### config.mk
export PLATFORM = sky130hd
export DESIGN_NAME = ber_log_controller
export DESIGN_NICKNAME = d
export VERILOG_FILES = /design/src/rtl/ber_log_controller_pkg.sv /design/src/rtl/log_snapshot_bank.sv /design/src/rtl/ber_log_controller.sv
export SDC_FILE = /design/constraint.sdc
export NUM_CORES = 1
export LEC_CHECK = 0
export ABC_AREA = 1
export BUFFER_PORTS_ARGS = -buffer_cell sky130_fd_sc_hd__buf_2
export CORE_UTILIZATION = 45
export CTS_CLUSTER_DIAMETER = 50
export CTS_CLUSTER_SIZE = 16
export DETAILED_ROUTE_END_ITERATION = 7
export GPL_ROUTABILITY_DRIVEN = 1
export PLACE_DENSITY = 0.71
export SYNTH_ARGS = -nofsm -noshare
export SYNTH_HDL_FRONTEND = slang
export SYNTH_SLANG_ARGS = --single-unit
### constraint.sdc
create_clock -name clk_i -period 10.7 [get_ports clk_i]
set_clock_uncertainty 0.05 [all_clocks]
set_input_delay 1.605 -clock clk_i [delete_from_list [all_inputs] [get_ports clk_i]]
set_output_delay 1.605 -clock clk_i [all_outputs]
set_load 0.01 [all_outputs]
### src/rtl/ber_log_controller_pkg.sv
// Shared GPIO command-bus definitions for the BER log controller and the
// configuration register file that decodes the same command word.
package ber_log_controller_pkg;

    localparam int GPIO_LEN      = 32;
    localparam int OPCODE_LEN    = 8;
    localparam int LOG_COUNT_LEN = 2 * GPIO_LEN;

    // Command word fields: opcode [31:24], strobe [23], data [22:0]
    localparam int OPC_MSB  = 31;
    localparam int OPC_LSB  = 24;
    localparam int STB_BIT  = 23;
    localparam int DATA_MSB = 22;

    // Opcode map shared across every block on the bus
    localparam logic [OPCODE_LEN-1:0] OPC_NOP       = 8'h00;
    localparam logic [OPCODE_LEN-1:0] OPC_CFG_WR    = 8'h01;
    localparam logic [OPCODE_LEN-1:0] OPC_CFG_RD    = 8'h02;
    localparam logic [OPCODE_LEN-1:0] OPC_LOG_REQ   = 8'h03;
    localparam logic [OPCODE_LEN-1:0] OPC_LOG_READ  = 8'h04;
    localparam logic [OPCODE_LEN-1:0] OPC_LOG_CLEAR = 8'h05;
    localparam logic [OPCODE_LEN-1:0] OPC_STATUS    = 8'h06;

    // Controller states
    localparam logic [1:0] ST_IDLE = 2'd0;
    localparam logic [1:0] ST_WAIT = 2'd1;
    localparam logic [1:0] ST_HOLD = 2'd2;

    // STATUS response: {snap_valid, busy, 14'b0, seq}
    function automatic logic [GPIO_LEN-1:0] status_word(input logic        valid,
                                                        input logic        busy,
                                                        input logic [15:0] seq);
        return {valid, busy, 14'd0, seq};
    endfunction

endpackage

### src/rtl/log_snapshot_bank.sv
// Four 64-bit snapshot registers captured together on one edge, with a
// validity flag and the 3-bit word-select read mux.
module log_snapshot_bank
    import ber_log_controller_pkg::*;
(
    input  logic                     clk_i,
    input  logic                     rst_i,
    input  logic                     capture_i,
    input  logic                     invalidate_i,
    input  logic [LOG_COUNT_LEN-1:0] err_r_i,
    input  logic [LOG_COUNT_LEN-1:0] err_i_i,
    input  logic [LOG_COUNT_LEN-1:0] bit_r_i,
    input  logic [LOG_COUNT_LEN-1:0] bit_i_i,
    input  logic [2:0]               idx_i,
    output logic                     valid_o,
    output logic [GPIO_LEN-1:0]      rd_data_o
);

    logic [LOG_COUNT_LEN-1:0] err_r_q, err_i_q, bit_r_q, bit_i_q;
    logic                     valid_q;

    // Capture all four counters together so the snapshot is coherent
    always_ff @(posedge clk_i or posedge rst_i) begin
        if (rst_i) begin
            err_r_q <= '0;
            err_i_q <= '0;
            bit_r_q <= '0;
            bit_i_q <= '0;
        end else if (capture_i) begin
            err_r_q <= err_r_i;
            err_i_q <= err_i_i;
            bit_r_q <= bit_r_i;
            bit_i_q <= bit_i_i;
        end
    end

    // Validity flag; invalidation wins if both ever coincide
    always_ff @(posedge clk_i or posedge rst_i) begin
        if (rst_i) begin
            valid_q <= 1'b0;
        end else if (invalidate_i) begin
            valid_q <= 1'b0;
        end else if (capture_i) begin
            valid_q <= 1'b1;
        end
    end

    // Word select; an invalid snapshot always reads as zero
    always_comb begin
        rd_data_o = '0;
        if (valid_q) begin
            case (idx_i)
                3'd0:    rd_data_o = err_r_q[31:0];
                3'd1:    rd_data_o = err_r_q[63:32];
                3'd2:    rd_data_o = err_i_q[31:0];
                3'd3:    rd_data_o = err_i_q[63:32];
                3'd4:    rd_data_o = bit_r_q[31:0];
                3'd5:    rd_data_o = bit_r_q[63:32];
                3'd6:    rd_data_o = bit_i_q[31:0];
                default: rd_data_o = bit_i_q[63:32];
            endcase
        end
    end

    assign valid_o = valid_q;

endmodule

### src/rtl/ber_log_controller.sv
// BER log read-out sequencer: decodes GPIO commands 0x03-0x06, freezes a
// coherent snapshot of the four BER counters and serves it as 32-bit words.
//
// state   | meaning
// --------+---------------------------------------------------------------
// IDLE    | no snapshot pending or held
// WAIT    | request seen, counting settle cycles before capture (busy)
// HOLD    | snapshot captured and valid, served on LOG_READ
module ber_log_controller
    import ber_log_controller_pkg::*;
#(
    parameter int CAPTURE_DELAY = 2
) (
    input  logic                     clk_i,
    input  logic                     rst_i,
    input  logic [GPIO_LEN-1:0]      gpio_in_i,
    output logic [GPIO_LEN-1:0]      gpio_out_o,
    input  logic [LOG_COUNT_LEN-1:0] error_count_r_i,
    input  logic [LOG_COUNT_LEN-1:0] error_count_i_i,
    input  logic [LOG_COUNT_LEN-1:0] bit_count_r_i,
    input  logic [LOG_COUNT_LEN-1:0] bit_count_i_i,
    output logic                     log_busy_o
);

    // Down-counter preload: terminal count 0 lands exactly CAPTURE_DELAY
    // edges after the request edge
    localparam logic [3:0] DLY_INIT = 4'(CAPTURE_DELAY - 1);

    logic                  stb_q;
    logic [1:0]            state_q, state_d;
    logic [3:0]            dly_q, dly_d;
    logic [15:0]           seq_q, seq_d;
    logic [GPIO_LEN-1:0]   gpio_out_q, gpio_out_d;

    logic                  cmd_stb;
    logic [OPCODE_LEN-1:0] opcode;
    logic                  is_req, is_read, is_clear, is_status;
    logic                  capture, invalidate;
    logic                  snap_valid;
    logic [GPIO_LEN-1:0]   rd_data;
    logic                  unused_data;

    assign cmd_stb   = gpio_in_i[STB_BIT] & ~stb_q;
    assign opcode    = gpio_in_i[OPC_MSB:OPC_LSB];
    assign is_req    = cmd_stb && (opcode == OPC_LOG_REQ);
    assign is_read   = cmd_stb && (opcode == OPC_LOG_READ);
    assign is_clear  = cmd_stb && (opcode == OPC_LOG_CLEAR);
    assign is_status = cmd_stb && (opcode == OPC_STATUS);

    assign unused_data = ^gpio_in_i[DATA_MSB:3];

    log_snapshot_bank u_bank (
        .clk_i        (clk_i),
        .rst_i        (rst_i),
        .capture_i    (capture),
        .invalidate_i (invalidate),
        .err_r_i      (error_count_r_i),
        .err_i_i      (error_count_i_i),
        .bit_r_i      (bit_count_r_i),
        .bit_i_i      (bit_count_i_i),
        .idx_i        (gpio_in_i[2:0]),
        .valid_o      (snap_valid),
        .rd_data_o    (rd_data)
    );

    // Sequencer: a fresh request always restarts the settle count, and a
    // clear in WAIT aborts before the capture edge can fire
    always_comb begin
        state_d    = state_q;
        dly_d      = dly_q;
        seq_d      = seq_q;
        capture    = 1'b0;
        invalidate = 1'b0;
        case (state_q)
            ST_IDLE: begin
                if (is_req) begin
                    state_d    = ST_WAIT;
                    dly_d      = DLY_INIT;
                    invalidate = 1'b1;
                end else if (is_clear) begin
                    invalidate = 1'b1;
                end
            end
            ST_WAIT: begin
                if (is_req) begin
                    dly_d      = DLY_INIT;
                    invalidate = 1'b1;
                end else if (is_clear) begin
                    state_d    = ST_IDLE;
                    invalidate = 1'b1;
                end else if (dly_q == 4'd0) begin
                    state_d = ST_HOLD;
                    capture = 1'b1;
                    seq_d   = seq_q + 16'd1;
                end else begin
                    dly_d = dly_q - 4'd1;
                end
            end
            ST_HOLD: begin
                if (is_req) begin
                    state_d    = ST_WAIT;
                    dly_d      = DLY_INIT;
                    invalidate = 1'b1;
                end else if (is_clear) begin
                    state_d    = ST_IDLE;
                    invalidate = 1'b1;
                end
            end
            default: begin
                state_d    = ST_IDLE;
                invalidate = 1'b1;
            end
        endcase
    end

    // Response word: only READ and STATUS change it, both from pre-edge state
    always_comb begin
        gpio_out_d = gpio_out_q;
        if (is_read) begin
            gpio_out_d = rd_data;
        end else if (is_status) begin
            gpio_out_d = status_word(snap_valid, state_q == ST_WAIT, seq_q);
        end
    end

    // State, counters and output register
    always_ff @(posedge clk_i or posedge rst_i) begin
        if (rst_i) begin
            stb_q      <= 1'b0;
            state_q    <= ST_IDLE;
            dly_q      <= 4'd0;
            seq_q      <= 16'd0;
            gpio_out_q <= '0;
        end else begin
            stb_q      <= gpio_in_i[STB_BIT];
            state_q    <= state_d;
            dly_q      <= dly_d;
            seq_q      <= seq_d;
            gpio_out_q <= gpio_out_d;
        end
    end

    assign gpio_out_o = gpio_out_q;
    assign log_busy_o = (state_q == ST_WAIT);

endmodule
== Yosys cells after proc, flatten, opt, wreduce, memory -nomap -nowiden ==
Index checks and enable logic that the tools add are counted.
Storage, ports and cells
  register bits after elaboration: 312
Cells by class
  add/sub/neg operators: 2
  equal/unequal tests: 19
  multiplexer cells: 25
  bitwise gates (word level): 4
  reductions and logical operators: 15
Operators with widths (number)
  $pmux W32 S7: 1
  $mux W32: 3
  $eq A8 B3 Y1 const B: 3
  $add A16 B1 Y16 const B: 1
  $mux W4: 4
  $mux W2: 6
  $reduce_and A4 Y1: 3
  $eq A3 B3 Y1 const B: 3
  $mux W1: 9
  $ne A3 B3 Y1 const B: 3
  $eq A8 B2 Y1 const B: 1
  $pmux W4 S2: 1
  $eq A3 B2 Y1 const B: 2
  $pmux W2 S3: 1
  $reduce_bool A2 Y1: 3
  $logic_and A1 B1 Y1: 4
  $logic_not A4 Y1: 1
  $ne A2 B2 Y1 const B: 2
  $sub A4 B1 Y4 const B: 1
  $eq A3 B1 Y1 const B: 1
  $logic_not A3 Y1: 1
  $ne A3 B1 Y1 const B: 1
  $not A1 Y1: 3
  $reduce_or A3 Y1: 1
  6 further kinds: 6

== Logic depth before layout (Yosys ltp) ==
  word-level depth: 8
  mapped depth: 11
  mapped depth without buffers: 10

== Modules after synthesis ==
A second synthesis with hierarchy kept.
Second synthesis, totals
  cell total of the unflattened synthesis: 1990
  area total of the unflattened synthesis: 14951.8 um2
Modules (own cells, without submodules)
  log_snapshot_bank: instances 1, cells each 1600, area an instance 12037.8 um2, seq. area each 6431.2 um2
  ber_log_controller: instances 1, cells each 390, area an instance 2914.0 um2, seq. area each 1376.3 um2

== Least setup slack after synthesis ==
No wires, ideal clock.
  path type: in2reg
  start: input port gpio_in_i[1]
  end: register gpio_out_q[20], in the netlist gpio_out_o[20]
  arrival: 2.686 ns
  required time: 10.533 ns
  slack: 7.847 ns
  cell stages on the path: 9
  buffers on the path: 2
  path through: buf_4 clkinv_1 nand3_1 buf_2 nor2_1 nor3_1 nand2_1 nand3_1 nand2_1
On the way
  word-level cells in the longest chain between the ends: 4
  elaborated cells on any way between the ends: 10
Ends and longest elaborated chain
  start, declared: line ber_log_controller.sv:16  | input logic [GPIO_LEN-1:0] gpio_in_i,
  $eq A3 B3 Y1, or another cell as far along: line log_snapshot_bank.sv:52  | case (idx_i)
  $pmux W32 S7 *: line log_snapshot_bank.sv:52
  $mux W32 *: line log_snapshot_bank.sv:51  | if (valid_q) begin
  $mux W32 *: line ber_log_controller.sv:119  | if (is_read) begin
  end signal, assigned: line ber_log_controller.sv:139  | gpio_out_q <= gpio_out_d;
  end, declared: line ber_log_controller.sv:33  | logic [GPIO_LEN-1:0] gpio_out_q, gpio_out_d;
Every way passes the cells marked *; elsewhere a longest branch is shown, timed or not.
A chain may end at the register's enable or synchronous reset.

== Final worst setup path ==
  start: input port gpio_in_i[23]
  end: register u_bank.err_r_q[4]
On the way
  word-level cells in the longest chain between the ends: 5
  elaborated cells on any way between the ends: 6
Ends and longest elaborated chain
  $and A1 B1 Y1 *: line ber_log_controller.sv:43  | assign cmd_stb = gpio_in_i[STB_BIT] & ~stb_q;
  $logic_and A1 B1 Y1: line ber_log_controller.sv:47  | assign is_clear = cmd_stb && (opcode == OPC_LOG_CLEAR);
  $mux W1: line ber_log_controller.sv:88  | end else if (is_clear) begin
  $mux W1 *: line ber_log_controller.sv:85  | if (is_req) begin
  $mux W1 *: line ber_log_controller.sv:74  | case (state_q)
  end signal, assigned: line log_snapshot_bank.sv:30  | err_r_q <= err_r_i;
  end, declared: line log_snapshot_bank.sv:19  | logic [LOG_COUNT_LEN-1:0] err_r_q, err_i_q, bit_r_q, bit_i_q;
Marked as above.

==> flow_metrics.py <==
metrics = {
    "clock_tree": {
        "clock_latency_ns": 0.51,
        "cts_setup_buffers": 0,
        "htree_levels": 2,
        "root_buffer": "clkbuf_16",
        "cts_buffers": 34,
        "cts_resized": 0,
        "path_clk_slew_ns": 0.06,
        "clockBufferDepth": 3,
        "cts_hold_buf": 0,
        "clkSinkCount": 312,
        "cts_tree": "built",
    },
    "logic_synthesis": {
        "syn_avg_cell_area_um2": 7.74,
        "ys.flop_type": "dfrtp_1",
        "synth_area_leader_cell": "dfrtp_1",
        "synth_seq_area_share": 0.536,
        "synth_edf_count": 0,
        "ys_warn_count": 0,
        "synth.distinct_cells": 30,
        "syn_nets": 2175,
        "async_reset_ff_frac": 1.00,
        "synth.ff_latch_count": 312,
        "synth_top_area_frac": 0.536,
        "syn_area_um2": 14600,
        "synthCells": 1882,
        "synth.area.top_cells": "dfrtp_1, nand2_1, o21ai_0",
    },
    "worst_setup_path": {
        "crit_path_end": "u_bank.err_r_q[4]$_DFFE_PP0P_",
        "endpoint_kind": "register",
        "crit_start": "gpio_in_i[23]",
        "regToRegStartpoint": "dly_q[0]$_DFFE_PP0P_",
        "crit_arrival_ns": 4.63,
        "rrSetupSlack_ns": 6.98,
        "cp_max_fo": 205,
        "worstPathRequired_ns": 11.00,
        "r2r-end": "u_bank.err_r_q[4]$_DFFE_PP0P_",
        "cp-start-kind": "primary input",
        "crit_type": "in -> reg",
        "ff2ff_path_depth": 8,
    },
    "detailed_routing": {
        "drtIter0Drc": 1089,
        "viasPerCell": 5.11,
        "num_vias": 13104,
        "post_drt_wl_per_cell_um": 17.1,
        "drt-total-wl_um": 43900,
        "post-route-drc-count": 0,
        "firstDrtPassIters": 5,
        "ant_nets": 0,
    },
    "pwr": {
        "combPwrFrac": 0.061,
        "cellLeakagePower_nw": 9.65,
        "clock_power_share": 0.486,
        "switching_power_uw": 616,
        "ir_drop_mv": 0.0911,
        "power_density_nw_per_um2": 151,
        "power_frac_seq": 0.453,
        "swShare": 0.235,
        "p_int_mw": 2.01,
    },
    "die": {
        "die_x_um": 182,
        "die_h_um": 182,
        "die-area_um2": 33100,
        "row_count": 65,
        "initial_core_util": 0.459,
        "num_io_pins": 323,
        "core_um2": 31700,
    },
    "global_routing": {
        "grt_overflow": 0,
        "grt_pass1_vias": 12880,
        "antenna_found_initial": 7,
        "grt_max_degree": 206,
        "grt_pass1_wl_um": 69200,
        "grt_usage": 0.269,
    },
    "final_layout": {
        "synthToLayoutAreaGrowth_pct": 19.0,
        "drive_above_1_share": 0.176,
        "fillerInstances": 3035,
        "final_cell_mix": "nand2_1, dfrtp_1, buf_2",
        "final_common_cell": "nand2_1",
        "final_net_count": 2428,
        "finish.utilization": 0.547,
    },
    "sta": {
        "setup_viol": 0,
        "hold_violations": 0,
        "rsz0062_at_grt": "no",
        "final.setup.tns_ns": 0,
        "slew_headroom": 0.316,
        "drv_slew": 0,
        "period_share": 0.405,
        "worst_pin_slew_ns": 1.03,
        "fmax_ghz": 0.231,
        "min_period_ns": 4.34,
    },
    "outcome": {
        "outcome": "finished, final reports clean",
    },
    "placement": {
        "dp_hpwl_um": 30000,
        "port_buffers": 302,
        "place.gp.congestion": 0.872,
    },
    "min_path": {
        "hp-class": "reg -> reg",
    },
    "flow_run": {
        "cap_violations": 0,
    },
}
-- cell type report --
class,instances,area [µm²],area share
flip-flops and latches,312,7810,0.450
diodes,4,10.0,0.000577
inverters,168,651,0.0375
well taps,402,503,0.0290
repair buffers,312,1600,0.0922
clock buffers,39,911,0.0525
clock inverters,21,312,0.0180
multi-input cells,1307,5550,0.320
-- flip-flops by register name (all words and copies together), names as in the netlist --
signal / count
u_bank.err_i_q: 64
u_bank.err_r_q: 64
u_bank.bit_r_q: 64
dly_q: 4
stb_q: 1
state_q: 2
u_bank.bit_i_q: 64
u_bank.valid_o: 1
gpio_out_o: 32
seq_q: 16
-- cell usage after synthesis, types with 2 or more instances --
master and instances:
ha_1 3, dfrtp_1 312, nand4_1 28, buf_2 32
o21ai_0 183, nor2_2 2, nor3_1 9, buf_6 12
xor2_1 6, o21ai_1 50, a21oi_1 18, buf_4 25
nand3_1 69, inv_1 162, clkbuf_1 23, xnor2_1 7
nor2_1 166, o22ai_1 12, clkinv_1 3, clkbuf_2 2
nand2_1 747, nand2_2 2, inv_2 2
-- cell families (layout without fill, tap and decap cells) --
group / count (synthesis) / count (layout) / share of synthesized area
xor+xnor: 13 / 13 / 0.00781
buf+inv: 263 / 540 / 0.0835
fa+ha+maj: 3 / 3 / 0.00258
simple gates: 1028 / 1028 / 0.279
other cells: 0 / 4 / 0
flops: 312 / 312 / 0.536
compound gates: 263 / 263 / 0.0914
-- through the flow --
step                instances  total power, mW  hold WS, ns  setup slack (ns)  area [µm²]
floorplan                1882             1.28        0.392             0.416       14600
global placement         2501             1.37        0.408              5.89       16100
detailed placement       2501             1.37        0.411              5.85       16100
CTS                      2561             2.65        0.427              6.36       17300
global route             2561             2.71        0.440              6.03       17300
finish                   2565             2.63        0.426              6.36       17300
-- critical path, cell delays in order --
cell and delay [ns]:
buf_2 0.11, nand2_1 0.10, inv_1 0.07, nand2_1 0.21, nand3_4 0.60, clkinv_8 0.67
buf_4 0.76, o21ai_0 0.21
-- power groups by stage --
| stage | Clock, mW | Sequential, mW | Combinational (mW) |
|---|---|---|---|
| floorplan | 0 | 1.21 | 0.0623 |
| global placement | 0 | 1.21 | 0.163 |
| detailed placement | 0 | 1.21 | 0.162 |
| CTS | 1.30 | 1.19 | 0.163 |
| global route | 1.34 | 1.19 | 0.177 |
| finish | 1.28 | 1.19 | 0.161 |
-- worst min path at each step --
| stage | depth (start not counted) | to | from |
|---|---|---|---|
| 4_1_cts | 2 | gpio_out_o[23]$_DFFE_PP0P_ | gpio_out_o[23]$_DFFE_PP0P_ |
| 6_report | 2 | gpio_out_o[23]$_DFFE_PP0P_ | gpio_out_o[23]$_DFFE_PP0P_ |
| 3_3_place_gp | 2 | gpio_out_o[29]$_DFFE_PP0P_ | gpio_out_o[29]$_DFFE_PP0P_ |
| 3_5_place_dp | 2 | gpio_out_o[23]$_DFFE_PP0P_ | gpio_out_o[23]$_DFFE_PP0P_ |
| 5_1_grt | 2 | gpio_out_o[23]$_DFFE_PP0P_ | gpio_out_o[23]$_DFFE_PP0P_ |
| 2_1_floorplan | 2 | dly_q[1]$_DFFE_PP0P_ | dly_q[1]$_DFFE_PP0P_ |
-- per-layer routing --
layer / track usage / routed length [µm]
met1: 0.356 / 18800
met2: 0.446 / 20600
met3: 0.0453 / 3000
met4: 0.0938 / 1470
met5: 0 / 34
Note: power is estimated with default switching activity, not from simulation.
